**src/rtl/fpnew_slice_arbiter_pkg.sv**
```systemverilog
// Shared types and helpers for the fpnew slice arbiter.
// Holds the arbiter state bundle and the minimum-one clog2 helper.
package fpnew_pkg;

  localparam int unsigned ArbIdWidth = 8;

  typedef logic [ArbIdWidth-1:0] arb_id_t;

  typedef struct packed {
    arb_id_t pointer;
    logic    lock;
    arb_id_t grant;
  } arb_state_t;

  function automatic int unsigned clog2_min1(input int unsigned n);
    return (n <= 32'd1) ? 32'd1 : $clog2(n);
  endfunction

endpackage

```
**src/rtl/fpnew_slice_arbiter_id_fifo.sv**
```systemverilog
// In-order FIFO of granted requester IDs for the slice arbiter.
// Flush empties it and takes priority over push/pop in the same cycle.
module fpnew_arb_id_fifo
  import fpnew_pkg::*;
#(
  parameter int unsigned Depth = 4,
  parameter int unsigned Width = 2
) (
  input  logic             clk_i,
  input  logic             rst_i,
  input  logic             flush_i,
  input  logic             push_i,
  input  logic [Width-1:0] data_i,
  input  logic             pop_i,
  output logic [Width-1:0] head_o,
  output logic             full_o,
  output logic             empty_o
);

  localparam int unsigned PtrW = clog2_min1(Depth);
  localparam int unsigned CntW = $clog2(Depth + 1);

  logic [Width-1:0] mem_q [Depth];
  logic [Width-1:0] mem_d [Depth];
  logic [PtrW-1:0]  wr_q, wr_d;
  logic [PtrW-1:0]  rd_q, rd_d;
  logic [CntW-1:0]  cnt_q, cnt_d;
  logic             push_ok;
  logic             pop_ok;

  function automatic logic [PtrW-1:0] nxt(input logic [PtrW-1:0] p);
    return (p == PtrW'(Depth - 1)) ? '0 : p + 1'b1;
  endfunction

  assign full_o  = (cnt_q == CntW'(Depth));
  assign empty_o = (cnt_q == '0);
  assign head_o  = mem_q[rd_q];
  assign push_ok = push_i & ~full_o;
  assign pop_ok  = pop_i & ~empty_o;

  always_comb begin
    mem_d = mem_q;
    wr_d  = wr_q;
    rd_d  = rd_q;
    cnt_d = cnt_q;
    if (flush_i) begin
      wr_d  = '0;
      rd_d  = '0;
      cnt_d = '0;
    end else begin
      if (push_ok) begin
        mem_d[wr_q] = data_i;
        wr_d        = nxt(wr_q);
      end
      if (pop_ok) begin
        rd_d = nxt(rd_q);
      end
      unique case ({push_ok, pop_ok})
        2'b10:   cnt_d = cnt_q + 1'b1;
        2'b01:   cnt_d = cnt_q - 1'b1;
        default: cnt_d = cnt_q;
      endcase
    end
  end

  always_ff @(posedge clk_i or posedge rst_i) begin
    if (rst_i) begin
      for (int i = 0; i < int'(Depth); i++) begin
        mem_q[i] <= '0;
      end
      wr_q  <= '0;
      rd_q  <= '0;
      cnt_q <= '0;
    end else begin
      mem_q <= mem_d;
      wr_q  <= wr_d;
      rd_q  <= rd_d;
      cnt_q <= cnt_d;
    end
  end

endmodule

```
**src/rtl/fpnew_slice_arbiter.sv**
```systemverilog
// Round-robin arbiter sharing one fpnew format slice among NumReq requesters.
// Define FPNEW_SLICE_ARB_ASSERT_EN to compile the protocol assertions.
module fpnew_slice_arbiter
  import fpnew_pkg::*;
#(
  parameter int unsigned NumReq         = 4,
  parameter int unsigned ReqWidth       = 128,
  parameter int unsigned RspWidth       = 40,
  parameter int unsigned MaxOutstanding = 4
) (
  input  logic                             clk_i,
  input  logic                             rst_i,
  input  logic                             flush_i,
  input  logic [NumReq-1:0]                req_valid_i,
  output logic [NumReq-1:0]                req_ready_o,
  input  logic [NumReq-1:0][ReqWidth-1:0]  req_data_i,
  output logic                             slice_valid_o,
  input  logic                             slice_ready_i,
  output logic [ReqWidth-1:0]              slice_data_o,
  output logic                             slice_flush_o,
  input  logic                             slice_rsp_valid_i,
  output logic                             slice_rsp_ready_o,
  input  logic [RspWidth-1:0]              slice_rsp_data_i,
  output logic [NumReq-1:0]                rsp_valid_o,
  input  logic [NumReq-1:0]                rsp_ready_i,
  output logic [RspWidth-1:0]              rsp_data_o,
  output logic                             busy_o
);

  localparam int unsigned IdWidth = clog2_min1(NumReq);

  arb_state_t         state_q, state_d;
  logic [IdWidth-1:0] grant_idx;
  logic [IdWidth-1:0] nxt_ptr;
  logic [IdWidth-1:0] head;
  logic               found;
  logic               hs;
  logic               push;
  logic               pop;
  logic               full;
  logic               empty;
  int                 ptr;

  // Held grant wins over the search so a stalled request never changes.
  always_comb begin
    ptr       = int'(state_q.pointer);
    grant_idx = '0;
    found     = 1'b0;
    if (state_q.lock) begin
      grant_idx = IdWidth'(state_q.grant);
      found     = req_valid_i[grant_idx];
    end else begin
      for (int i = 0; i < int'(NumReq); i++) begin
        if (!found && req_valid_i[IdWidth'((ptr + i) % int'(NumReq))]) begin
          found     = 1'b1;
          grant_idx = IdWidth'((ptr + i) % int'(NumReq));
        end
      end
    end
  end

  assign slice_valid_o = found & ~full & ~flush_i & ~rst_i;
  assign slice_data_o  = slice_valid_o ? req_data_i[grant_idx] : '0;
  assign slice_flush_o = flush_i;
  assign hs            = slice_valid_o & slice_ready_i;
  assign push          = hs;
  assign req_ready_o   = hs ? (NumReq'(1) << grant_idx) : '0;
  assign nxt_ptr       = (grant_idx == IdWidth'(NumReq - 1)) ?
                         '0 : grant_idx + 1'b1;

  always_comb begin
    state_d = state_q;
    if (flush_i) begin
      state_d.lock = 1'b0;
    end else if (hs) begin
      state_d.lock    = 1'b0;
      state_d.pointer = ArbIdWidth'(nxt_ptr);
    end else if (slice_valid_o) begin
      state_d.lock  = 1'b1;
      state_d.grant = ArbIdWidth'(grant_idx);
    end
  end

  always_ff @(posedge clk_i or posedge rst_i) begin
    if (rst_i) begin
      state_q <= '0;
    end else begin
      state_q <= state_d;
    end
  end

  fpnew_arb_id_fifo #(
    .Depth (MaxOutstanding),
    .Width (IdWidth)
  ) i_id_fifo (
    .clk_i   (clk_i),
    .rst_i   (rst_i),
    .flush_i (flush_i),
    .push_i  (push),
    .data_i  (grant_idx),
    .pop_i   (pop),
    .head_o  (head),
    .full_o  (full),
    .empty_o (empty)
  );

  // An empty FIFO drains stray results without routing them anywhere.
  assign rsp_valid_o = (slice_rsp_valid_i & ~empty) ?
                       (NumReq'(1) << head) : '0;
  assign rsp_data_o  = slice_rsp_data_i;
  assign slice_rsp_ready_o = ~rst_i & (empty | rsp_ready_i[head]);
  assign pop    = slice_rsp_valid_i & ~empty & rsp_ready_i[head];
  assign busy_o = ~empty | slice_valid_o;

`ifdef FPNEW_SLICE_ARB_ASSERT_EN
  for (genvar g = 0; g < int'(NumReq); g++) begin : g_hold
    a_no_withdraw : assert property (@(posedge clk_i) disable iff (rst_i)
      (req_valid_i[g] && !req_ready_o[g] && !flush_i) |=> req_valid_i[g]);
  end

  a_grant_onehot : assert property (@(posedge clk_i) disable iff (rst_i)
    $onehot0(req_ready_o));

  a_no_push_full : assert property (@(posedge clk_i) disable iff (rst_i)
    !(push && full));

  a_no_rsp_empty : assert property (@(posedge clk_i) disable iff (rst_i)
    !(slice_rsp_valid_i && empty));

  a_data_stable : assert property (@(posedge clk_i) disable iff (rst_i)
    (slice_valid_o && !slice_ready_i && !flush_i) |=> $stable(slice_data_o));
`endif

endmodule

```
**config.mk**
```make
export PLATFORM = sky130hd
export DESIGN_NAME = fpnew_slice_arbiter
export DESIGN_NICKNAME = d
export VERILOG_FILES = /design/src/rtl/fpnew_slice_arbiter_pkg.sv /design/src/rtl/fpnew_slice_arbiter_id_fifo.sv /design/src/rtl/fpnew_slice_arbiter.sv
export SDC_FILE = /design/constraint.sdc
export NUM_CORES = 1
export LEC_CHECK = 0
export BUFFER_PORTS_ARGS = -buffer_cell sky130_fd_sc_hd__buf_2
export CORE_AREA = 3 3 289 291
export DETAILED_ROUTE_END_ITERATION = 16
export DIE_AREA = 0 0 292 294
export PLACE_DENSITY_LB_ADDON = 0.2
export SLEW_MARGIN = 20
export SYNTH_ARGS = -nofsm -noshare
export SYNTH_HDL_FRONTEND = slang
export SYNTH_SLANG_ARGS = --single-unit
```
**constraint.sdc**
```tcl
create_clock -name clk_i -period 3.8 [get_ports clk_i]
set_input_delay 0.76 -clock clk_i [delete_from_list [all_inputs] [get_ports clk_i]]
set_output_delay 0.76 -clock clk_i [all_outputs]
set_load 0.01 [all_outputs]
```
* Word level (Yosys, flattened, before mapping)
Cells that the tools add are included.
** Operators by class
- Add/subtract/negate cells :: 8
- $lt $le $gt $ge :: 10
- Equal/unequal tests :: 6
- Shift operators :: 2
- Mux-type cells :: 52
- Bitwise logic cells :: 18
- Reductions and logical operators :: 15
** Operators with widths (count)
- 128-bit binary-select mux with 2-bit select :: 1
- 128-bit two-way mux :: 2
- 2-bit two-way mux :: 15
- 1-bit two-way mux :: 20
- 2-bit by 4-bit less-than comparator with 1-bit output (second input constant) :: 4
- 1-bit binary-select mux with 2-bit select :: 6
- 1-bit AND :: 9
- 2-bit by 3-bit less-than comparator with 1-bit output (second input constant) :: 3
- 9-bit two-way mux :: 1
- 2-bit by 1-bit adder with 2-bit output (second input constant) :: 4
- 8-bit bitwise mux :: 1
- 2-bit equality test (second input constant) :: 4
- 4-bit two-way mux :: 2
- 1-bit by 2-bit << shifter with 4-bit output (first input constant) :: 2
- 3-bit greater-or-equal comparator (second input constant) :: 2
- 2-bit NOT with 3-bit output :: 2
- 3-bit one-hot mux with 2 select lines :: 1
- 3-bit nonzero test :: 2
- 1-bit NOT :: 5
- 2-bit adder (second input constant) :: 2
- 2-bit binary-select mux with 2-bit select :: 1
- 2-bit demux with 2-bit select :: 1
- 1-bit logical AND :: 4
- 2-bit AND reduction :: 2
- other kinds (11) :: 15
** Word-level totals
- Flip-flop bits (word level) :: 20
- Input bits :: 565
- Logic and storage cells :: 121

* Longest topological paths before layout
Gate-level depths: netlist of the first run.
- Word-level depth :: 25
- Depth in mapped cells :: 12
- Mapped depth without buffers :: 10

* By module
A second synthesis of the first run with hierarchy kept.
** Second synthesis, totals
- Cell total of the unflattened synthesis :: 632
- Area total of the unflattened synthesis :: 5681.7 um2
** Modules (own cells, without submodules)
- fpnew_slice_arbiter :: times used 1, cells an instance 548, area an instance 4689.5 um2, seq. area each 125.1 um2
- fpnew_arb_id_fifo :: times used 1, cells an instance 84, area an instance 992.2 um2, seq. area each 375.4 um2

* Worst setup path before layout of the first run
Ideal clock, no wire load.
- Path kind :: input to output
- From :: in req_valid_i[2]
- To :: out slice_data_o[106]
- Arrival time :: 2.292 ns
- Slack :: 0.748 ns
- Cell stages on the path :: 7
- Path buffers :: 2
- Path through :: mux4_2 > a211oi_4 > nor2_2 > nand2_1 > buf_2 > buf_2 > o22ai_1
** Between the ends
- Word-level cells in the longest chain between the ends :: 21
- Elaborated cells between the ends (all ways) :: 39
** Ends and longest elaborated chain
- from (decl) :: line fpnew_slice_arbiter.sv:14 : input logic [NumReq-1:0] req_valid_i,
- 1-bit binary-select mux with 2-bit select :: line fpnew_slice_arbiter.sv:54 : if (!found && req_valid_i[IdWidth'((ptr + i) % int'(NumReq))]) begin
- 1-bit two-way mux (implied by the code) (2 in series) :: line fpnew_slice_arbiter.sv:54
- 1-bit two-way mux :: line fpnew_slice_arbiter.sv:54
- 1-bit two-way mux :: line fpnew_slice_arbiter.sv:49 : if (state_q.lock) begin
- 1-bit zero test :: line fpnew_slice_arbiter.sv:54
- 1-bit logical AND :: line fpnew_slice_arbiter.sv:54
- 1-bit two-way mux :: line fpnew_slice_arbiter.sv:54
- 1-bit two-way mux :: line fpnew_slice_arbiter.sv:49
- [... 3 more ...]
- 1-bit two-way mux :: line fpnew_slice_arbiter.sv:49
- 1-bit zero test :: line fpnew_slice_arbiter.sv:54
- 1-bit logical AND :: line fpnew_slice_arbiter.sv:54
- 1-bit two-way mux :: line fpnew_slice_arbiter.sv:54
- 1-bit two-way mux (*) :: line fpnew_slice_arbiter.sv:49
- 1-bit AND (*) (3 in series) :: line fpnew_slice_arbiter.sv:62 : assign slice_valid_o = found & ~full & ~flush_i & ~rst_i;
- named net slice_valid_o :: line fpnew_slice_arbiter.sv:17 : output logic slice_valid_o,
- 128-bit two-way mux (*) :: line fpnew_slice_arbiter.sv:63 : assign slice_data_o = slice_valid_o ? req_data_i[grant_idx] : '0;
- to (decl) :: line fpnew_slice_arbiter.sv:19 : output logic [ReqWidth-1:0] slice_data_o,
The timed path passes the listed nets; every way through them passes the cells marked *. The select of a mux whose other input is x is not followed.

* Worst setup path in the final report of the first run
- From :: in req_valid_i[0]
- To :: out slice_data_o[107]
** Between the ends
- Word-level cells in the longest chain between the ends :: 21
- Elaborated cells between the ends (all ways) :: 39
** Ends and longest elaborated chain (line)
- 1-bit binary-select mux with 2-bit select :: fpnew_slice_arbiter.sv:54
- 1-bit two-way mux (implied by the code) (2 in series) :: fpnew_slice_arbiter.sv:54
- 1-bit two-way mux :: fpnew_slice_arbiter.sv:54
- 1-bit two-way mux :: fpnew_slice_arbiter.sv:49
- 1-bit zero test :: fpnew_slice_arbiter.sv:54
- 1-bit logical AND :: fpnew_slice_arbiter.sv:54
- 1-bit two-way mux :: fpnew_slice_arbiter.sv:54
- 1-bit two-way mux :: fpnew_slice_arbiter.sv:49
- [... 2 more ...]
- 1-bit two-way mux :: fpnew_slice_arbiter.sv:54
- 1-bit two-way mux :: fpnew_slice_arbiter.sv:49
- 1-bit zero test :: fpnew_slice_arbiter.sv:54
- 1-bit logical AND :: fpnew_slice_arbiter.sv:54
- 1-bit two-way mux :: fpnew_slice_arbiter.sv:54
- 1-bit two-way mux :: fpnew_slice_arbiter.sv:49
- 1-bit AND (3 in series) :: fpnew_slice_arbiter.sv:62
- 128-bit two-way mux (*) :: fpnew_slice_arbiter.sv:63
Every way passes the cells marked *; elsewhere a longest branch is shown, timed or not. The select of a mux whose other input is x is not followed.

==> flow_summary.json, run 1 <==
{
  "outcome": "finished, final reports clean",
  "final_hold_viol_count": 0,
  "ff2ff_path_depth": 10,
  "clk_path_buf_depth": 2,
  "netlist_area_um2": 5410,
  "chipWidth_um": 292,
  "seqPwrFrac_pct": 7.7,
  "nNetsFinal": 1809,
  "core-area_um2": 80800,
  "drive_above_1_share_pct": 60.3,
  "ant_nets": 0,
  "worstMarginPinSlew_ns": 0.832,
  "viasPerCell": 3.26,
  "p_total_mw": 4.43,
  "ys.flop_type": "dfrtp_1",
  "required_ns": 3.04,
  "postCtsSetupBuffers": 0,
  "cts_tree": "yes",
  "num_rows": 104,
  "dpl.hpwl_um": 33100,
  "dp.cells": 2289,
  "slew_headroom_pct": 44.5,
  "ys_ff_latch": 20,
  "grt_util_met2_pct": 15.1,
  "synth_cells": 623,
  "dieArea_um2": 85800,
  "yosysMostFrequentCell": "mux2i_1",
  "hold_class": "reg -> reg",
  "grt_pass1_vias": 7985,
  "period_needed_ns": 3.69,
  "p_sw_share_pct": 48.4,
  "cap_violations": 0,
  "antenna_found_initial": 9,
  "yosysTopAreaCell": "mux2i_1",
  "ys_seq_area_share_pct": 9.25,
  "async_flop_share_pct": 100,
  "setup_ws_ns": 0.113,
  "setup_viol": 0,
  "timing.fmax_mhz": 271,
  "internal_power_mw": 2.28,
  "grtUsageMet1_pct": 7.35,
  "clk_pin_slew_ns": 0.05,
  "clock_power_share_pct": 4.9,
  "drt_iter0_markers": 213,
  "fin_crit_sh_pct": 97.0,
  "port-buffer-count": 664,
  "cts_sinks": 20,
  "maxSlewViolCount": 0,
  "p_switching_mw": 2.14,
  "worstHoldPathCells": 1,
  "post-place-ws_ns": -0.0458,
  "start_kind": "input port",
  "drc": 0,
  "synthTopCellsByCount": "mux2i_1 (262), o22ai_1 (129), buf_4 (54), buf_2 (44), dfrtp_1 (20)",
  "cp-end-kind": "primary output",
  "grt-ovfl-total": 0,
  "rsz0062_at_grt": "no",
  "tns_ns": 0,
  "numCtsBuffers": 3,
  "syn_nets": 1198,
  "drt_pass1_iterations": 6,
  "fin_worst_skew_ns": 0.00646,
  "grt_max_degree": 46,
  "grtUsageTotal_pct": 7.72,
  "ios": 745,
  "synth_edf_count": 0,
  "detail_route.wl_per_cell_um": 16.2,
  "syn_area_per_cell_um2": 8.68,
  "grt_pass1_wl_um": 50000,
  "gp_congestion": 0.894,
  "netlist_top_cells_area": "mux2i_1 (48%), o22ai_1 (15%), dfrtp_1 (9.3%), buf_4 (7.5%), buf_2 (4.1%)",
  "wl_um": 37200,
  "areaGrowthSynthToFinish_pct": 86.6,
  "timing.hold.ws_ns": 0.503,
  "ys_warn_count": 0,
  "cts_root_buffer": "clkbuf_16",
  "critPathKind": "in -> out",
  "cp.arrival_ns": 2.93,
  "cp_max_fo": 36,
  "final-instance-count-excl-fill": 2294,
  "leakage_nw": 5.13,
  "power_density_nw_per_um2": 439,
  "vias": 7483,
  "grt.busiest_layer": "met2",
  "die_h_um": 294,
  "worstSkewPairLatency_ns": 0.25,
  "start_util_pct": 6.70,
  "comb_power_share_pct": 87.4,
  "htreeDepth": 1,
  "ir_drop_uv": 203,
  "synth_top_area_share_pct": 48.5,
  "yosys.cell_types.count": 40,
  "grt_util_met3_pct": 3.17
}
timing repair:
item,in CTS,in global routing
endpoints found under the setup margin,1,5
hold buffers,0,0
cloned,0,0
resized for setup,1,7
power groups by stage:
stage	sequential (mW)	clock (mW)	combinational, mW
detailed placement	0.350	0	3.90
floorplan	0.312	0	2.50
CTS	0.345	0.225	3.92
global placement	0.347	0	3.89
finish	0.342	0.217	3.87
global route	0.357	0.235	4.18
final timing paths:
| path | startpoint | to | slack, ns |
|---|---|---|---|
| worst max-delay path | req_valid_i[0] | slice_data_o[107] | 0.11 |
| worst min-delay path | i_id_fifo.mem_q[1] | i_id_fifo.mem_q[1] | 0.50 |
| worst max register to register | ptr[0] | i_id_fifo.cnt_q[2] | 1.01 |
| worst min register to register | i_id_fifo.mem_q[1] | i_id_fifo.mem_q[1] | 0.50 |
| max in group asynchronous | rst_i | i_id_fifo.mem_q[2] | 2.59 |
| min in group asynchronous | rst_i | ptr[0] | 0.68 |
kinds of logic after synthesis:
family / synth area share (%)
adder cells (fa/ha/maj): 2.45
multiplexers: 52.1
buffers and inverters: 12.5
flip-flops: 9.25
AND/OR/NAND/NOR: 5.39
AO/OA/AOI/OAI: 18.1
XOR/XNOR: 0.301
routing by layer:
layer / vias to the layer above / part of all wire [%]
met5: - / 0.22
met4: 10 / 3.1
met3: 46 / 11
met2: 466 / 52
met1: 3364 / 33
li1: 3597 / -
critical path: stages:
cell	delay [ns]
buf_2	0.14
nor2b_1	0.15
nor3_1	0.19
a31oi_1	0.09
o31ai_4	0.32
buf_12	0.23
buf_12	0.27
mux2i_1	0.42
o22ai_1	0.15
buf_2	0.17
per-stage QoR:
stage | cell area, um^2 | utilization [%]
after floorplan | 5410 | -
after detailed placement | 9980 | 12.4
after global routing | 10100 | 12.5
final | 10100 | 12.5
after global placement | 9980 | 12.4
after CTS | 10100 | 12.5
state kept, by name, indices dropped and copies added (netlist names):
register and count:
i_id_fifo.mem_q 8, ptr 2, i_id_fifo.cnt_q 3, i_id_fifo.wr_q 2
i_id_fifo.rd_q 2, state_q 3
cell usage in the layout (no fill, tap or decap), types with 8 or more instances in the layout:
cell type  count
nor2_1        16
mux2i_1      254
dfrtp_1       20
nand2_1       12
buf_4         28
ha_1           9
o22ai_1      129
buf_2        662
mux2i_2        8
buf_12        17
inv_1          8
mux2_2         8
final cells by class:
cell class | instances | area, um^2
fill | 9339 | 70700
multi-input combinational | 494 | 4290
timing repair buffer | 707 | 3860
tap | 1060 | 1330
sequential | 20 | 500
clock buffer | 3 | 75.1
inverter | 8 | 30.0
antenna | 2 | 5.00
No activity file was read; power rests on OpenSTA's default activity.
==> run 2: changes to the inputs <==
--- a/config.mk
+++ b/config.mk
@@ -9,8 +9,7 @@
 export CORE_AREA = 3 3 289 291
 export DETAILED_ROUTE_END_ITERATION = 16
 export DIE_AREA = 0 0 292 294
-export PLACE_DENSITY_LB_ADDON = 0.2
-export SLEW_MARGIN = 20
+export PLACE_DENSITY = 0.3
 export SYNTH_ARGS = -nofsm -noshare
 export SYNTH_HDL_FRONTEND = slang
 export SYNTH_SLANG_ARGS = --single-unit
==> run 2 against run 1 <==
- hold slack got worse by 0.00076 ns
- cell count rose by 0.61%
- clock power rose by 12%
- power rose by 3.3%
- critical endpoint is now slice_data_o[26]
- routed wire length rose by 22%
- sequential power fell by 1%
==> flow_summary.json, run 2 (same netlist as run 1, synthesis figures left out) <==
{
  "areaGrowthSynthToFinish_pct": 87.5,
  "cp_num_buf_inv": 4,
  "regMostFlops": "i_id_fifo.mem_q",
  "leakage_nw": 5.17,
  "clk_path_buf_depth": 2,
  "cp_max_fo": 48,
  "timing.hold.ws_ns": 0.502,
  "port-buffer-count": 664,
  "cp-end-kind": "primary output",
  "crit_family": "buffers and inverters",
  "grt_pass1_wl_um": 59100,
  "cts_resized": 0,
  "setup_ws_ns": 0.112,
  "n_fill_cell": 9417,
  "vias": 7609,
  "antenna_found_initial": 14,
  "ios": 745,
  "gp_congestion": 0.909,
  "dieArea_um2": 85800,
  "drc": 0,
  "regArea_um2": 500,
  "max_stage_delay_ns": 0.38,
  "fin_worst_skew_ns": 0.00301,
  "cts_tree": "yes",
  "required_ns": 3.04,
  "grt_pass1_vias": 7951,
  "postCtsSetupBuffers": 0,
  "setup_viol": 0,
  "htreeDepth": 1,
  "period_needed_ns": 3.69,
  "worstSkewPairLatency_ns": 0.25,
  "maxSlewViolCount": 0,
  "wl_um": 45400,
  "start_util_pct": 6.70,
  "ant_nets": 0,
  "critPathKind": "in -> out",
  "tns_ns": 0,
  "numCtsBuffers": 3,
  "p_total_mw": 4.58,
  "cts_root_buffer": "clkbuf_16",
  "post-place-ws_ns": 0.0840,
  "path_common_cell": "buf_2",
  "clk_pin_slew_ns": 0.06,
  "holdBufCountCts": 0,
  "internal_power_mw": 2.29,
  "multi_input_area_um2": 4270,
  "p_switching_mw": 2.28,
  "slowest_stage": "mux2i_2",
  "cts_sinks": 20,
  "final_cell_mix": "buf_2 (659), mux2i_1 (260), o22ai_1 (129), buf_4 (40), dfrtp_1 (20)",
  "timing.fmax_mhz": 271,
  "start_kind": "input port",
  "fin_crit_sh_pct": 97.1,
  "detail_route.wl_per_cell_um": 19.7,
  "dpl.hpwl_um": 41500,
  "drt_pass1_iterations": 4,
  "outcome": "finished, final reports clean",
  "ir_drop_uv": 229,
  "grt_max_degree": 59,
  "power_density_nw_per_um2": 451,
  "largest_reg_flops": 8,
  "grt-ovfl-total": 0,
  "chipWidth_um": 292,
  "comb_power_share_pct": 87.3,
  "rsz0062_at_grt": "no",
  "p_sw_share_pct": 49.9,
  "slew_headroom_pct": 43.8,
  "die_h_um": 294,
  "worstMarginPinSlew_ns": 0.841,
  "cp.arrival_ns": 2.93,
  "nNetsFinal": 1816,
  "viasPerCell": 3.30,
  "final_hold_viol_count": 0,
  "top_regs": "i_id_fifo.mem_q (8), i_id_fifo.cnt_q (3), state_q (3)",
  "grtUsageTotal_pct": 9.58,
  "hold_class": "reg -> reg",
  "seqPwrFrac_pct": 7.4,
  "drive_above_1_share_pct": 60.1,
  "crit_chain": "buf_2 -> nor2b_1 -> nor3_1 -> a31oi_1 -> o31ai_4 -> buf_12 -> buf_16 -> mux2i_2 -> o22ai_1 -> buf_2",
  "layout_commonest_cell": "buf_2",
  "drt_iter0_markers": 202,
  "fin_util_pct": 12.6,
  "num_rows": 104,
  "core-area_um2": 80800,
  "cap_violations": 0,
  "clock_power_share_pct": 5.3
}
-- run 2: cell types whose count changed in the layout (fill, tap and decap cells not counted) --
cell / delta
buf_4: +12
diode_2: +6
mux2i_1: +6
mux2i_2: -6
buf_12: -3
buf_2: -3
buf_16: +1
clkbuf_8: +1
-- run 2: layout make-up --
type | count | share of cell area [%]
multi-input combinational | 494 | 42.1
timing repair buffer | 714 | 38.5
tap | 1060 | 13.1
sequential | 20 | 4.93
clock buffer | 4 | 0.876
inverter | 8 | 0.296
antenna | 8 | 0.197
-- run 2: worst paths after layout --
check                                   start                  to  slack, ns  cells past startpoint
max                            req_valid_i[0]    slice_data_o[26]       0.11                     10
min                        i_id_fifo.mem_q[0]  i_id_fifo.mem_q[0]       0.50                      1
max reg2reg                            ptr[0]  i_id_fifo.cnt_q[2]       1.02                     10
min reg2reg                i_id_fifo.mem_q[0]  i_id_fifo.mem_q[0]       0.50                      1
max in group asynchronous               rst_i  i_id_fifo.mem_q[6]       2.59                      2
min in group asynchronous               rst_i  i_id_fifo.cnt_q[2]       0.69                      2
-- run 2: through the flow --
step / area [um^2] / std cells
after floorplan: 5410 / 623
after global placement: 10000 / 2296
after detailed placement: 10000 / 2296
after CTS: 10100 / 2300
after global routing: 10100 / 2303
final: 10100 / 2308
-- run 2: power groups by stage --
stage / combinational [mW] / sequential (mW) / clock [mW]
after global routing: 4.33 / 0.346 / 0.265
after global placement: 4.06 / 0.341 / 0
final: 4.00 / 0.337 / 0.244
after detailed placement: 4.08 / 0.341 / 0
after CTS: 4.09 / 0.338 / 0.252
after floorplan: 2.50 / 0.312 / 0
-- run 2: metal layers --
layer  GRT usage, %  wire length (um)  vias to the layer above
met4           2.14              1210                        6
met2           16.8             21600                      496
met3           4.01              5300                       54
met1           10.8             17200                     3448
met5              0                47                        -
li1               -                 -                     3605
-- run 2: worst reg2reg max path, cell delays in order, from the launching register on --
cell and delay [ns]:
dfrtp_1 0.49, mux4_2 0.57, a211oi_4 0.28, buf_4 0.20, nor2_2 0.13, nor2b_1 0.17
fa_1 0.19, inv_1 0.06, nor4_2 0.30, o21ai_0 0.11, nor3b_2 0.16
==> run 3: changes to the inputs <==
--- a/config.mk
+++ b/config.mk
@@ -10,6 +10,7 @@
 export DETAILED_ROUTE_END_ITERATION = 16
 export DIE_AREA = 0 0 292 294
 export PLACE_DENSITY = 0.3
+export REMOVE_ABC_BUFFERS = 1
 export SYNTH_ARGS = -nofsm -noshare
 export SYNTH_HDL_FRONTEND = slang
 export SYNTH_SLANG_ARGS = --single-unit
==> run 3 against run 2 <==
- hold slack improved by 0.0055 ns
- routed wire length rose by 21%
- combinational power increased by 1%
- fmax is 0.72% higher
- via count rose by 4.0%
- critical path depth up 2
- clock-buffer cell count decreased by 1
- clock skew is 0.0038 ns higher
- sequential share of layout area about the same
- die area unchanged
- clock power is 18% higher
- largest cell class unchanged
==> flow_summary.json, run 3 (same netlist as run 1, synthesis figures left out) <==
{
  "gp_congestion": 0.838,
  "chipWidth_um": 292,
  "grtUsageTotal_pct": 11.8,
  "hold_class": "reg -> reg",
  "drive_above_1_share_pct": 60.3,
  "cts_tree": "yes",
  "power_density_nw_per_um2": 458,
  "grt_max_degree": 53,
  "core-area_um2": 80800,
  "outcome": "finished, final reports clean",
  "ios": 745,
  "cp_max_fo": 14,
  "final_cell_mix": "buf_2 (661), mux2i_1 (262), o22ai_1 (128), buf_4 (46), dfrtp_1 (20)",
  "cap_violations": 0,
  "wl_um": 54900,
  "dieArea_um2": 85800,
  "holdBufCountCts": 0,
  "top_regs": "i_id_fifo.mem_q (8), i_id_fifo.cnt_q (3), state_q (3)",
  "dpl.hpwl_um": 49800,
  "final_hold_viol_count": 0,
  "vias": 7916,
  "detail_route.wl_per_cell_um": 23.7,
  "start_kind": "input port",
  "tns_ns": 0,
  "layout_commonest_cell": "buf_2",
  "r2r_slack_ns": 0.97,
  "clk_path_buf_depth": 2,
  "grt_pass1_vias": 8184,
  "rr_endpoint": "i_id_fifo.cnt_q[2]",
  "holdPathEnd": "i_id_fifo.mem_q[3]",
  "cp-end-kind": "primary output",
  "ff2ff_path_depth": 9,
  "cp.arrival_ns": 2.90,
  "numCtsBuffers": 3,
  "period_needed_ns": 3.66,
  "viasPerCell": 3.41,
  "cts_sinks": 20,
  "ant_nets": 0,
  "areaGrowthSynthToFinish_pct": 88.6,
  "die_h_um": 294,
  "grt_pass1_wl_um": 70100,
  "setup_viol": 0,
  "leakage_nw": 5.21,
  "fin_worst_skew_ns": 0.00676,
  "regMostFlops": "i_id_fifo.mem_q",
  "antenna_found_initial": 44,
  "port-buffer-count": 664,
  "required_ns": 3.04,
  "num_rows": 104,
  "comb_power_share_pct": 86.4,
  "worstHoldPathCells": 1,
  "clock_power_share_pct": 6.2,
  "timing.fmax_mhz": 273,
  "post-place-ws_ns": 0.00945,
  "seqPwrFrac_pct": 7.4,
  "p_sw_share_pct": 48.9,
  "nNetsFinal": 1824,
  "largest_reg_flops": 8,
  "worstSetupStartpoint": "req_valid_i[0]",
  "p_switching_mw": 2.28,
  "worstReg2RegStart": "i_id_fifo.rd_q[0]",
  "holdCritStartpoint": "i_id_fifo.mem_q[3]",
  "maxSlewViolCount": 0,
  "critPathKind": "in -> out",
  "start_util_pct": 6.70,
  "worstSkewPairLatency_ns": 0.25,
  "ir_drop_uv": 186,
  "drc": 0,
  "setup_ws_ns": 0.138,
  "htreeDepth": 1,
  "grt-ovfl-total": 0,
  "worstMarginPinSlew_ns": 0.832,
  "fin_crit_sh_pct": 96.4,
  "cts_root_buffer": "clkbuf_16",
  "drt_iter0_markers": 285,
  "slew_headroom_pct": 44.5,
  "clk_pin_slew_ns": 0.06,
  "internal_power_mw": 2.39,
  "drt_pass1_iterations": 5
}
## run 3: repair_timing
action / CTS / global route
pin swaps: 0 / 1
endpoints found under the setup margin: 1 / 2
gates resized for setup: 1 / 2
setup buffers: 0 / 2
cloned: 0 / 1
## run 3: worst max-delay path: stages
cell	delay [ns]
buf_2	0.14
nor2b_1	0.15
nor3_1	0.19
a31oi_1	0.10
o31ai_4	0.29
buf_6	0.18
buf_12	0.17
buf_4	0.20
mux2i_1	0.24
o22ai_1	0.13
buf_4	0.17
buf_2	0.15
## run 3: cell type report
cell class | instances | area [um^2]
Antenna cell | 14 | 35.0
Clock buffer | 3 | 75.1
Clock inverter | 1 | 30.0
Fill cell | 9419 | 70600
Inverter | 8 | 30.0
Multi-Input combinational cell | 494 | 4270
Sequential cell | 20 | 500
Tap cell | 1060 | 1330
Timing Repair Buffer | 722 | 3940
## run 3: worst max-delay path by stage
stage	to	cells after the start
floorplan	req_ready_o[0]	7
global placement	slice_data_o[25]	10
detailed placement	slice_data_o[25]	10
CTS	slice_data_o[107]	10
global route	slice_data_o[126]	12
finish	slice_data_o[22]	12
## run 3: power groups by stage
stage	Clock, mW	Sequential [mW]	Combinational, mW
finish	0.289	0.344	4.04
global route	0.307	0.354	4.37
CTS	0.297	0.346	4.04
detailed placement	0	0.351	4.03
global placement	0	0.349	3.99
floorplan	0	0.319	2.73
## run 3: per-stage QoR
| step | hold WS (ns) | area (um^2) | util (%) | power [mW] | cells |
|---|---|---|---|---|---|
| 6_report | 0.507 | 10200 | 12.6 | 4.67 | 2322 |
| 5_1_grt | 0.525 | 10200 | 12.6 | 5.03 | 2308 |
| 4_1_cts | 0.507 | 10100 | 12.5 | 4.69 | 2305 |
| 3_5_place_dp | 0.492 | 10000 | 12.4 | 4.38 | 2301 |
| 3_3_place_gp | 0.487 | 10000 | 12.4 | 4.34 | 2301 |
| 2_1_floorplan | 0.474 | 4770 | - | 3.05 | 522 |
## run 3: metal layers
layer | track usage, % | vias to the layer above | routed length, um
met1 | 12.9 | 3636 | 20500
li1 | - | 3644 | -
met3 | 8.64 | 56 | 9190
met5 | 4.10 | - | 668
met4 | 0.713 | 30 | 340
met2 | 18.7 | 550 | 24200
